<file path="src/rtl/muldiv_unit_if.sv">
// rtl/muldiv_unit_if.sv - request/result bundle between the EXE stage and the multiply/divide unit
interface muldiv_unit_if #(
  parameter int WIDTH = 32
);
  logic                 start_i;
  logic [2:0]           op_i;
  logic [WIDTH-1:0]     opa_i;
  logic [WIDTH-1:0]     opb_i;
  logic [2*WIDTH-1:0]   hilo_i;
  logic                 annul_i;
  logic                 stallreq_o;
  logic                 busy_o;
  logic                 done_o;
  logic                 whilo_o;
  logic [WIDTH-1:0]     hi_o;
  logic [WIDTH-1:0]     lo_o;
  logic                 div_by_zero_o;

  // Pipeline side: issues requests, consumes the HI/LO write
  modport master (
    output start_i, op_i, opa_i, opb_i, hilo_i, annul_i,
    input  stallreq_o, busy_o, done_o, whilo_o, hi_o, lo_o, div_by_zero_o
  );

  // Unit side
  modport slave (
    input  start_i, op_i, opa_i, opb_i, hilo_i, annul_i,
    output stallreq_o, busy_o, done_o, whilo_o, hi_o, lo_o, div_by_zero_o
  );
endinterface

</file>
<file path="src/rtl/muldiv_unit.sv">
// rtl/muldiv_unit.sv - multi-cycle MULT/DIV/MADD/MSUB unit producing a one-cycle HI/LO write
module muldiv_unit #(
  parameter int WIDTH      = 32,
  parameter int MUL_CYCLES = 2
) (
  input  logic          clk,
  input  logic          resetn,
  muldiv_unit_if.slave  bus
);

  localparam int CNT_MAX = (WIDTH > MUL_CYCLES) ? WIDTH : MUL_CYCLES;
  localparam int CW      = $clog2(CNT_MAX) + 1;
  localparam logic [CW-1:0] MUL_LAST = CW'(MUL_CYCLES - 1);
  localparam logic [CW-1:0] DIV_LAST = CW'(WIDTH - 1);

  typedef enum logic [1:0] {
    S_IDLE = 2'd0,
    S_MUL  = 2'd1,
    S_DIV  = 2'd2,
    S_DONE = 2'd3
  } state_t;

  state_t state;
  state_t state_nxt;

  // Operands captured at acceptance; the inputs are not looked at again
  logic [2:0]         op_r;
  logic [WIDTH-1:0]   a_r;
  logic [WIDTH-1:0]   b_r;
  logic [2*WIDTH-1:0] hilo_r;
  logic               dbz_r;
  logic [CW-1:0]      cnt;

  // Restoring divider: partial remainder, dividend/quotient shifter, divisor magnitude
  logic [WIDTH-1:0]   rem_r;
  logic [WIDTH-1:0]   quo_r;
  logic [WIDTH:0]     div_b_r;

  logic [WIDTH-1:0]   hi_r;
  logic [WIDTH-1:0]   lo_r;

  // Request decode
  logic           accept;
  logic           req_is_div;
  logic           req_sgn;
  logic [WIDTH:0] a_ext;
  logic [WIDTH:0] b_ext;

  assign accept     = (state == S_IDLE) && bus.start_i && !bus.annul_i;
  assign req_is_div = (bus.op_i[2:1] == 2'b01);
  assign req_sgn    = !bus.op_i[0];
  // One extra bit keeps the magnitude of the most-negative operand representable
  assign a_ext      = {req_sgn & bus.opa_i[WIDTH-1], bus.opa_i};
  assign b_ext      = {req_sgn & bus.opb_i[WIDTH-1], bus.opb_i};

  // Multiply path: sign/zero-extend to 2*WIDTH so the truncated product is exact modulo 2^(2*WIDTH)
  logic               sgn;
  logic [2*WIDTH-1:0] mul_a;
  logic [2*WIDTH-1:0] mul_b;
  logic [2*WIDTH-1:0] prod;
  logic [2*WIDTH-1:0] mul_res;

  assign sgn     = !op_r[0];
  assign mul_a   = {{WIDTH{sgn & a_r[WIDTH-1]}}, a_r};
  assign mul_b   = {{WIDTH{sgn & b_r[WIDTH-1]}}, b_r};
  assign prod    = mul_a * mul_b;
  assign mul_res = !op_r[2] ? prod :
                   (op_r[1] ? (hilo_r - prod) : (hilo_r + prod));

  // Divide step: one quotient bit per cycle
  logic [WIDTH:0]   rem_sh;
  logic             div_ge;
  logic [WIDTH-1:0] rem_nxt;
  logic [WIDTH-1:0] quo_nxt;
  logic [WIDTH-1:0] quo_fin;
  logic [WIDTH-1:0] rem_fin;

  assign rem_sh  = {rem_r, quo_r[WIDTH-1]};
  assign div_ge  = (rem_sh >= div_b_r);
  assign rem_nxt = div_ge ? WIDTH'(rem_sh - div_b_r) : rem_sh[WIDTH-1:0];
  assign quo_nxt = {quo_r[WIDTH-2:0], div_ge};
  // Quotient sign follows the operand signs, remainder follows the dividend;
  // min / -1 falls out as quotient = min, remainder = 0
  assign quo_fin = (sgn & (a_r[WIDTH-1] ^ b_r[WIDTH-1])) ? -quo_nxt : quo_nxt;
  assign rem_fin = (sgn & a_r[WIDTH-1]) ? -rem_nxt : rem_nxt;

  // State register
  always_ff @(posedge clk) begin
    if (resetn) begin
      state <= S_IDLE;
    end else begin
      state <= state_nxt;
    end
  end

  // Next-state logic; annul returns to IDLE from any busy state
  always_comb begin
    state_nxt = state;
    case (state)
      S_IDLE: begin
        if (accept) begin
          if (!req_is_div) begin
            state_nxt = S_MUL;
          end else if (bus.opb_i == '0) begin
            state_nxt = S_DONE;
          end else begin
            state_nxt = S_DIV;
          end
        end
      end
      S_MUL: begin
        if (bus.annul_i) begin
          state_nxt = S_IDLE;
        end else if (cnt == MUL_LAST) begin
          state_nxt = S_DONE;
        end
      end
      S_DIV: begin
        if (bus.annul_i) begin
          state_nxt = S_IDLE;
        end else if (cnt == DIV_LAST) begin
          state_nxt = S_DONE;
        end
      end
      default: begin
        state_nxt = S_IDLE;
      end
    endcase
  end

  // Operand capture, iteration and result registers; HI/LO load on the edge into DONE
  always_ff @(posedge clk) begin
    if (resetn) begin
      op_r    <= '0;
      a_r     <= '0;
      b_r     <= '0;
      hilo_r  <= '0;
      dbz_r   <= 1'b0;
      cnt     <= '0;
      rem_r   <= '0;
      quo_r   <= '0;
      div_b_r <= '0;
      hi_r    <= '0;
      lo_r    <= '0;
    end else begin
      case (state)
        S_IDLE: begin
          if (accept) begin
            op_r    <= bus.op_i;
            a_r     <= bus.opa_i;
            b_r     <= bus.opb_i;
            hilo_r  <= bus.hilo_i;
            dbz_r   <= req_is_div && (bus.opb_i == '0);
            cnt     <= '0;
            rem_r   <= '0;
            quo_r   <= WIDTH'(a_ext[WIDTH] ? -a_ext : a_ext);
            div_b_r <= b_ext[WIDTH] ? -b_ext : b_ext;
          end
        end
        S_MUL: begin
          cnt <= cnt + CW'(1);
          if (!bus.annul_i && (cnt == MUL_LAST)) begin
            hi_r <= mul_res[2*WIDTH-1:WIDTH];
            lo_r <= mul_res[WIDTH-1:0];
          end
        end
        S_DIV: begin
          cnt   <= cnt + CW'(1);
          rem_r <= rem_nxt;
          quo_r <= quo_nxt;
          if (!bus.annul_i && (cnt == DIV_LAST)) begin
            hi_r <= rem_fin;
            lo_r <= quo_fin;
          end
        end
        default: begin
        end
      endcase
    end
  end

  // Outputs; reset and annul override the status pulses combinationally
  always_comb begin
    bus.stallreq_o    = 1'b0;
    bus.busy_o        = 1'b0;
    bus.done_o        = 1'b0;
    bus.whilo_o       = 1'b0;
    bus.div_by_zero_o = 1'b0;
    bus.hi_o          = hi_r;
    bus.lo_o          = lo_r;
    if (!resetn) begin
      bus.stallreq_o    = accept || (state == S_MUL) || (state == S_DIV);
      bus.busy_o        = (state != S_IDLE);
      bus.done_o        = (state == S_DONE) && !bus.annul_i;
      bus.whilo_o       = bus.done_o && !dbz_r;
      bus.div_by_zero_o = bus.done_o && dbz_r;
    end
  end

endmodule

</file>
<file path="src/flat_wrapper.sv">
// flat-port wrapper written by rule: the top's interface ports become plain ports
module muldiv_unit_flat 
#(
  parameter int WIDTH      = 32,
  parameter int MUL_CYCLES = 2
)
  (clk, resetn, bus_start_i, bus_op_i, bus_opa_i, bus_opb_i, bus_hilo_i, bus_annul_i, bus_stallreq_o, bus_busy_o, bus_done_o, bus_whilo_o, bus_hi_o, bus_lo_o, bus_div_by_zero_o);
  muldiv_unit_if #(.WIDTH(WIDTH)) bus_i ();
  input  logic clk;
  input  logic resetn;
  input wire logic [$bits(bus_i.start_i)-1:0] bus_start_i;
  input wire logic [$bits(bus_i.op_i)-1:0] bus_op_i;
  input wire logic [$bits(bus_i.opa_i)-1:0] bus_opa_i;
  input wire logic [$bits(bus_i.opb_i)-1:0] bus_opb_i;
  input wire logic [$bits(bus_i.hilo_i)-1:0] bus_hilo_i;
  input wire logic [$bits(bus_i.annul_i)-1:0] bus_annul_i;
  output wire logic [$bits(bus_i.stallreq_o)-1:0] bus_stallreq_o;
  output wire logic [$bits(bus_i.busy_o)-1:0] bus_busy_o;
  output wire logic [$bits(bus_i.done_o)-1:0] bus_done_o;
  output wire logic [$bits(bus_i.whilo_o)-1:0] bus_whilo_o;
  output wire logic [$bits(bus_i.hi_o)-1:0] bus_hi_o;
  output wire logic [$bits(bus_i.lo_o)-1:0] bus_lo_o;
  output wire logic [$bits(bus_i.div_by_zero_o)-1:0] bus_div_by_zero_o;
  assign bus_i.start_i = bus_start_i;
  assign bus_i.op_i = bus_op_i;
  assign bus_i.opa_i = bus_opa_i;
  assign bus_i.opb_i = bus_opb_i;
  assign bus_i.hilo_i = bus_hilo_i;
  assign bus_i.annul_i = bus_annul_i;
  assign bus_stallreq_o = bus_i.stallreq_o;
  assign bus_busy_o = bus_i.busy_o;
  assign bus_done_o = bus_i.done_o;
  assign bus_whilo_o = bus_i.whilo_o;
  assign bus_hi_o = bus_i.hi_o;
  assign bus_lo_o = bus_i.lo_o;
  assign bus_div_by_zero_o = bus_i.div_by_zero_o;
  muldiv_unit #(.WIDTH(WIDTH), .MUL_CYCLES(MUL_CYCLES)) u_core (.clk(clk), .resetn(resetn), .bus(bus_i));
endmodule
</file>
<file path="config.mk">
export PLATFORM = sky130hd
export DESIGN_NAME = muldiv_unit_flat
export DESIGN_NICKNAME = d
export VERILOG_FILES = /design/src/rtl/muldiv_unit_if.sv /design/src/rtl/muldiv_unit.sv /design/src/flat_wrapper.sv
export SDC_FILE = /design/constraint.sdc
export NUM_CORES = 2
export LEC_CHECK = 0
export ABC_AREA = 1
export BUFFER_PORTS_ARGS = -buffer_cell sky130_fd_sc_hd__buf_2
export CELL_PAD_IN_SITES_DETAIL_PLACEMENT = 0
export CELL_PAD_IN_SITES_GLOBAL_PLACEMENT = 1
export CORE_UTILIZATION = 44
export DETAILED_ROUTE_END_ITERATION = 12
export HOLD_SLACK_MARGIN = 0.02
export PLACE_DENSITY_LB_ADDON = 0.2
export SLEW_MARGIN = 20
export SYNTH_ARGS = -nofsm -noshare
export SYNTH_HDL_FRONTEND = slang
export SYNTH_SLANG_ARGS = --single-unit
</file>
<file path="constraint.sdc">
create_clock -name clk -period 8.91 [get_ports clk]
set_input_delay 2.2275 -clock clk [delete_from_list [all_inputs] [get_ports clk]]
set_output_delay 2.2275 -clock clk [all_outputs]
set_load 0.02 [all_outputs]
</file>
==> Yosys cells after proc, flatten, opt, wreduce, memory -nomap -nowiden <==
Cells that the tools add are included.
{ "totals": {"input_bits": 135, "reg_bits": 301, "output_inout_bits": 69} }
{ "classes": {"addsub": 8, "n_eq_ne": 11, "muxes": 32, "n_reduce_logical": 26, "mul": 1, "n_bitwise": 6, "magnitude_cmp": 1} }
{ "op_table": {"columns": ["op", "n"], "rows": [
  ["two-way mux 32 bit", 10],
  ["one-hot mux 32 bit (2 select lines)", 4],
  ["two-way mux 64 bit", 2],
  ["negation 32 bit", 3],
  ["adder 64 bit", 1],
  ["multiplier 33 x 33 -> 64 bit", 1],
  ["subtractor 64 bit", 1],
  [">= comparator 33 bit", 1],
  ["two-way mux 33 bit", 1],
  ["negation 33 bit", 1],
  ["zero test 32 bit", 1],
  ["subtractor 32 bit", 1],
  ["two-way mux 2 bit", 6],
  ["one-hot mux 6 bit (2 select lines)", 1],
  ["logical AND 1 bit", 8],
  ["nonzero test 2 bit", 4],
  ["adder 6 x 1 -> 6 bit (second input constant)", 1],
  ["== test 6 x 1 -> 1 bit (second input constant)", 1],
  ["== test 6 x 5 -> 1 bit (second input constant)", 1],
  ["two-way mux 1 bit", 6],
  ["two-way mux 6 bit", 1],
  ["inequality test 2 x 1 -> 1 bit (second input constant)", 3],
  ["inequality test 3 x 2 -> 1 bit (second input constant)", 2],
  ["one-hot mux 2 bit (3 select lines)", 1],
  ["other kinds (10)", 23]
]} }

==> Depth between registers and ports, before layout <==
{ "depth": {"depth_word": 8, "depth_mapped": 56, "ltp_nobuf": 54} }

==> Worst setup path after synthesis <==
Ideal clock, no wire load.
{ "synth_timing": {"path_type": "register to register", "startpoint": "register u_core.a_r[31]", "endpoint": "register u_core.hi_r[29] (netlist: u_core.bus.hi_o[29])", "arrival_time_ns": 9.526, "slack_ns": -0.737, "stages_incl_launch_ff": 48, "cell_sequence": "dfxtp_1 > clkbuf_1 > clkbuf_1 > nand2_1 > nor2_1 > fa_1 > fa_1 > fa_1 > inv_1 > fa_1 > inv_1 > fa_1 > fa_1 > inv_1 > fa_1 > fa_1 > inv_1 > ha_1 > [... 12 more ...] > nand2_1 > xor2_1 > inv_1 > ha_1 > a21oi_1 > inv_1 > a31oi_1 > inv_1 > a21oi_1 > o21ai_0 > a2111oi_0 > nand2_1 > a21oi_1 > o21ai_0 > o211ai_1 > nand2_1 > inv_1 > a21oi_2"} }
{ "synth_between": {"elab_chain_len": 7, "elab_cells_between_ends": 10, "classes_between": "add/sub: 2; mul: 1; mux: 6; bitwise: 1"} }
{ "synth_rtl": {"columns": ["element", "line_no", "text"], "rows": [
  ["from (decl)", "muldiv_unit.sv:28", "logic [WIDTH-1:0] a_r;"],
  ["from (signal assigned)", "muldiv_unit.sv:150", "a_r <= bus.opa_i;"],
  ["bitwise AND 1 bit", "muldiv_unit.sv:64, muldiv_unit.sv:85", null],
  ["multiplier 33 x 33 -> 64 bit", "muldiv_unit.sv:66", "assign prod = mul_a * mul_b;"],
  ["adder 64 bit / subtractor 64 bit (equally long branches)", "muldiv_unit.sv:68", "(op_r[1] ? (hilo_r - prod) : (hilo_r + prod));"],
  ["two-way mux 64 bit", "muldiv_unit.sv:68", null],
  ["two-way mux 64 bit", "muldiv_unit.sv:67", "assign mul_res = !op_r[2] ? prod :"],
  ["two-way mux 32 bit", "muldiv_unit.sv:162", "if (!bus.annul_i && (cnt == MUL_LAST)) begin"],
  ["one-hot mux 32 bit (2 select lines) (*)", "muldiv_unit.sv:146", "case (state)"],
  ["to (signal assigned)", "muldiv_unit.sv:163", "hi_r <= mul_res[2*WIDTH-1:WIDTH];"],
  ["to (signal assigned)", "muldiv_unit.sv:172", "hi_r <= rem_fin;"],
  ["to (decl)", "muldiv_unit.sv:39", "logic [WIDTH-1:0] hi_r;"]
]} }
Every way passes the cells marked *; elsewhere a longest branch is shown, timed or not. The select of a mux whose other input is x is not followed.
A chain may end at the register's enable or synchronous reset.

==> Worst setup path in the final report <==
{ "layout_timing": {"startpoint": "register u_core.a_r[12]", "endpoint": "register u_core.hi_r[29] (netlist: u_core.bus.hi_o[29])"} }
{ "layout_between": {"elab_chain_len": 6, "elab_cells_between_ends": 7, "classes_between": "add/sub: 2; mul: 1; mux: 4"} }
{ "layout_rtl": {"columns": ["element", "line_no"], "rows": [
  ["multiplier 33 x 33 -> 64 bit (*)", "muldiv_unit.sv:66"],
  ["adder 64 bit / subtractor 64 bit (equally long branches)", "muldiv_unit.sv:68"],
  ["two-way mux 64 bit", "muldiv_unit.sv:68"],
  ["two-way mux 64 bit (*)", "muldiv_unit.sv:67"],
  ["two-way mux 32 bit (*)", "muldiv_unit.sv:162"],
  ["one-hot mux 32 bit (2 select lines) (*)", "muldiv_unit.sv:146"]
]} }
Marks and branches as above.

==> run metrics <==
clock-pin slew on the worst setup and hold paths around 70 ps; setup total negative slack -29,140 ps; time the worst path needs with I/O delays and setup roughly 10,000 ps; count of standard-cell rows around 140; class of the tightest hold or removal check flop to flop; Syn Nets 10,400; DRC errors left 0; fraction of the mapped netlist area in adder cells around 42%; worst-case clock buffer depth 3; vertical die dimension about 380 um; number of placed I/O pins ~200; number of I/O port buffers between 200 and 250; placed standard-cell area ~74,000 um2; Setup WS post-layout -1170 ps; type of element launching the critical path flop; Core Box Area around 140,000 um2; cell taking the most area after synthesis fa_1; post-synthesis sequential area ratio under 10%; TritonCTS clock tree done; required time reported for the critical path endpoint 9420 ps; drt initial violations roughly 4,600; Die Wd approximately 380 um; total track usage approximately a third; leading register cell type out of synthesis dfxtp_1; final weighted congestion in routability-driven placement about 0.97; dominant combinational cell family by area after synthesis adder cells; TritonCTS buffer count 41; CTS Root Cell clkbuf_16; status complete, but fails checks; Post-Synth XOR/XNOR Area ~2.6%; kind of critical path flop to flop; post-cts hold buffer count 0; final count of pins violating max slew 0; global-route wire length before repair roughly 380,000 um; unrepaired setup endpoints after global routing yes; number of synthesized flops with an enable pin 0; Total Wirelength roughly 250,000 um; area delta synth->final 34.9%; max frequency about 100 MHz; proportion of layout cells with a drive suffix above 1 between 20% and 30%; violated checks negative setup slack; # H-tree levels 2; number of antenna violations at the first check in global routing 30; clk sinks 300; via total after detailed routing about 62,000; DP Wirelength between 200,000 and 250,000 um; peak per-stage delay on the critical path between 500 and 600 ps; share of the synthesized area in compound gates (AO/OA/AOI/OAI) 9.97%; Synth Instances between 8,000 and 9,000; category of the worst setup path capture point flop; count of synthesis-stage warnings from yosys 0; endpoints failing hold 0; routed wire length per instance between 20 and 25 um; final setup violation count 40; nets@finish approximately 12,000; total die area approximately 150,000 um2; final worst path period share 113%; utilization after layout 60.0%; post-route clock skew ~36 ps; share of synthesized flip-flops with an asynchronous set or reset 0%; Critical-path top delay cell fa_1; routed vias/inst 5.19; pin count of the biggest net entering global routing between 80 and 90; design area between 80,000 and 90,000 um2; number of distinct standard cells referenced by the synthesized netlist 70; clock latency of the later-clocked register in the worst-skew pair between 600 and 700 ps; max-cap check violation count 0; fill cell total of the finished layout between 10,000 and 15,000; count of nets left with antenna violations after detail routing 0; remaining global-route overflow 0; Synth top area share 35.7%; cell area after synthesis between 60,000 and 70,000 um2; effective utilization at floorplan approximately 44%; vias in the first global route roughly 63,000; top area cells in the synthesized netlist fa_1 (36%), inv_1 (12%), nand2_1 (12%); worst slew margin relative to its limit 24.8%; Avg Synthesized Cell Area 7.18 um2; arrival time of data at the critical path endpoint roughly 11,000 ps; worst-path fanout max 7; Worst-Margin Slew between 1000 and 1500 ps; Synth Area in Simple Gates 21.0%; #FFs+latches synth 300; tightest hold margin between 400 and 500 ps; post-synthesis mux area share 0%; Initial DRT Pass Iterations 5
## synthesized netlist by cell type (5+ instances only)
master and count:
a21oi_1 397, o221ai_1 25, nor3b_1 5, and2_1 5, nor2_1 713, buf_2 6, nand2_2 20, o21bai_1 21
o22ai_1 9, o211ai_1 68, a21o_1 22, clkbuf_1 386, o31ai_1 10, nor3_1 76, nand2_1 2057, or2_2 43
inv_2 11, nand4_1 43, o21ai_2 22, nor4_1 18, ha_1 321, or2_1 6, o21ai_0 383, fa_1 1127
clkinv_1 6, nand3b_1 19, a31oi_1 73, nor3_2 7, buf_1 19, inv_1 2068, o21ai_1 20, xnor2_1 57
xor2_1 126, o21a_1 15, nand3_1 221, dfxtp_1 300, nor2_2 15
## state kept, by name, indices dropped and copies added (netlist names)
register,cells
u_core.dbz_r,1
u_core.a_r,32
u_core.bus.hi_o,32
u_core.rem_r,32
u_core.op_r,3
u_core.b_r,31
u_core.quo_r,32
u_core.bus.lo_o,32
u_core.cnt,6
u_core.hilo_r,64
u_core.div_b_r,33
u_core.state,2
## cells in the final DEF (no fill, tap or decap), drive strengths merged, types with 128 or more instances in the layout
master  instances
nor2          732
dfxtp         300
o21ai         426
fa           1127
buf          1544
ha            321
inv          2083
a21oi         401
nand2        2079
xor2          128
nand3         225
## worst paths after layout
check | cells past startpoint | slack, ps | to | startpoint
hold / removal | 2 | 460 | u_core.div_b_r[32]$_SDFFE_PP0P_ | u_core.div_b_r[32]$_SDFFE_PP0P_
setup reg to reg | 50 | -1170 | u_core.bus.hi_o[29]$_SDFFE_PP0P_ | u_core.a_r[12]$_SDFFE_PP0P_
hold reg to reg | 2 | 460 | u_core.div_b_r[32]$_SDFFE_PP0P_ | u_core.div_b_r[32]$_SDFFE_PP0P_
setup / recovery | 50 | -1170 | u_core.bus.hi_o[29]$_SDFFE_PP0P_ | u_core.a_r[12]$_SDFFE_PP0P_
## routing by layer
metal / vias up / GRT usage, % / part of all wire (%)
met5: - / 0 / 0.042
met4: 18 / 12.6 / 4.7
met3: 492 / 4.50 / 6.6
met2: 2059 / 55.2 / 46
met1: 30800 / 46.5 / 42
li1: 28600 / - / -
## worst max-delay path, delay by kind of cell (launching register included)
family	cells	cell delay, ps
AOI/OAI and AO/OA	9	1320
xor gates and xnor gates	1	250
adders and majority gates	10	4540
buffers and inverters	13	1170
DFF	1	440
and+or+nand+nor	17	2220
## per-stage QoR
stage,cells,setup slack [ps]
CTS,11700,-1140
finish,11900,-1170
global placement,11500,-2040
global route,11900,-1530
detailed placement,11500,-1910
floorplan,8801,-14.5
## cell type report
type | instances | area, um2 | area share (%)
Antenna cell | 17 | 42.5 | 0.0499
Clock buffer | 52 | 1130 | 1.32
Clock inverter | 24 | 315 | 0.370
Inverter | 2086 | 7880 | 9.25
Multi-Input combinational cell | 5998 | 53500 | 62.8
Sequential cell | 300 | 6130 | 7.19
Tap cell | 1890 | 2360 | 2.77
Timing Repair Buffer | 1566 | 13900 | 16.3
## cell families after synthesis
group,Yosys count
AND/OR/NAND/NOR,3265
buffers and inverters,2503
adder cells (fa/ha/maj),1448
AO/OA/AOI/OAI,1100
flip-flops,300
XOR/XNOR,185
## timing repair
action	in CTS	in global routing
cloned	13	18
setup endpoints to repair	48	50
pin swaps	336	481
setup buffers	150	177
gates resized for setup	816	804
Power is not shown: default switching activity piles up to over one toggle a cycle in this logic, so the estimate is an artifact.
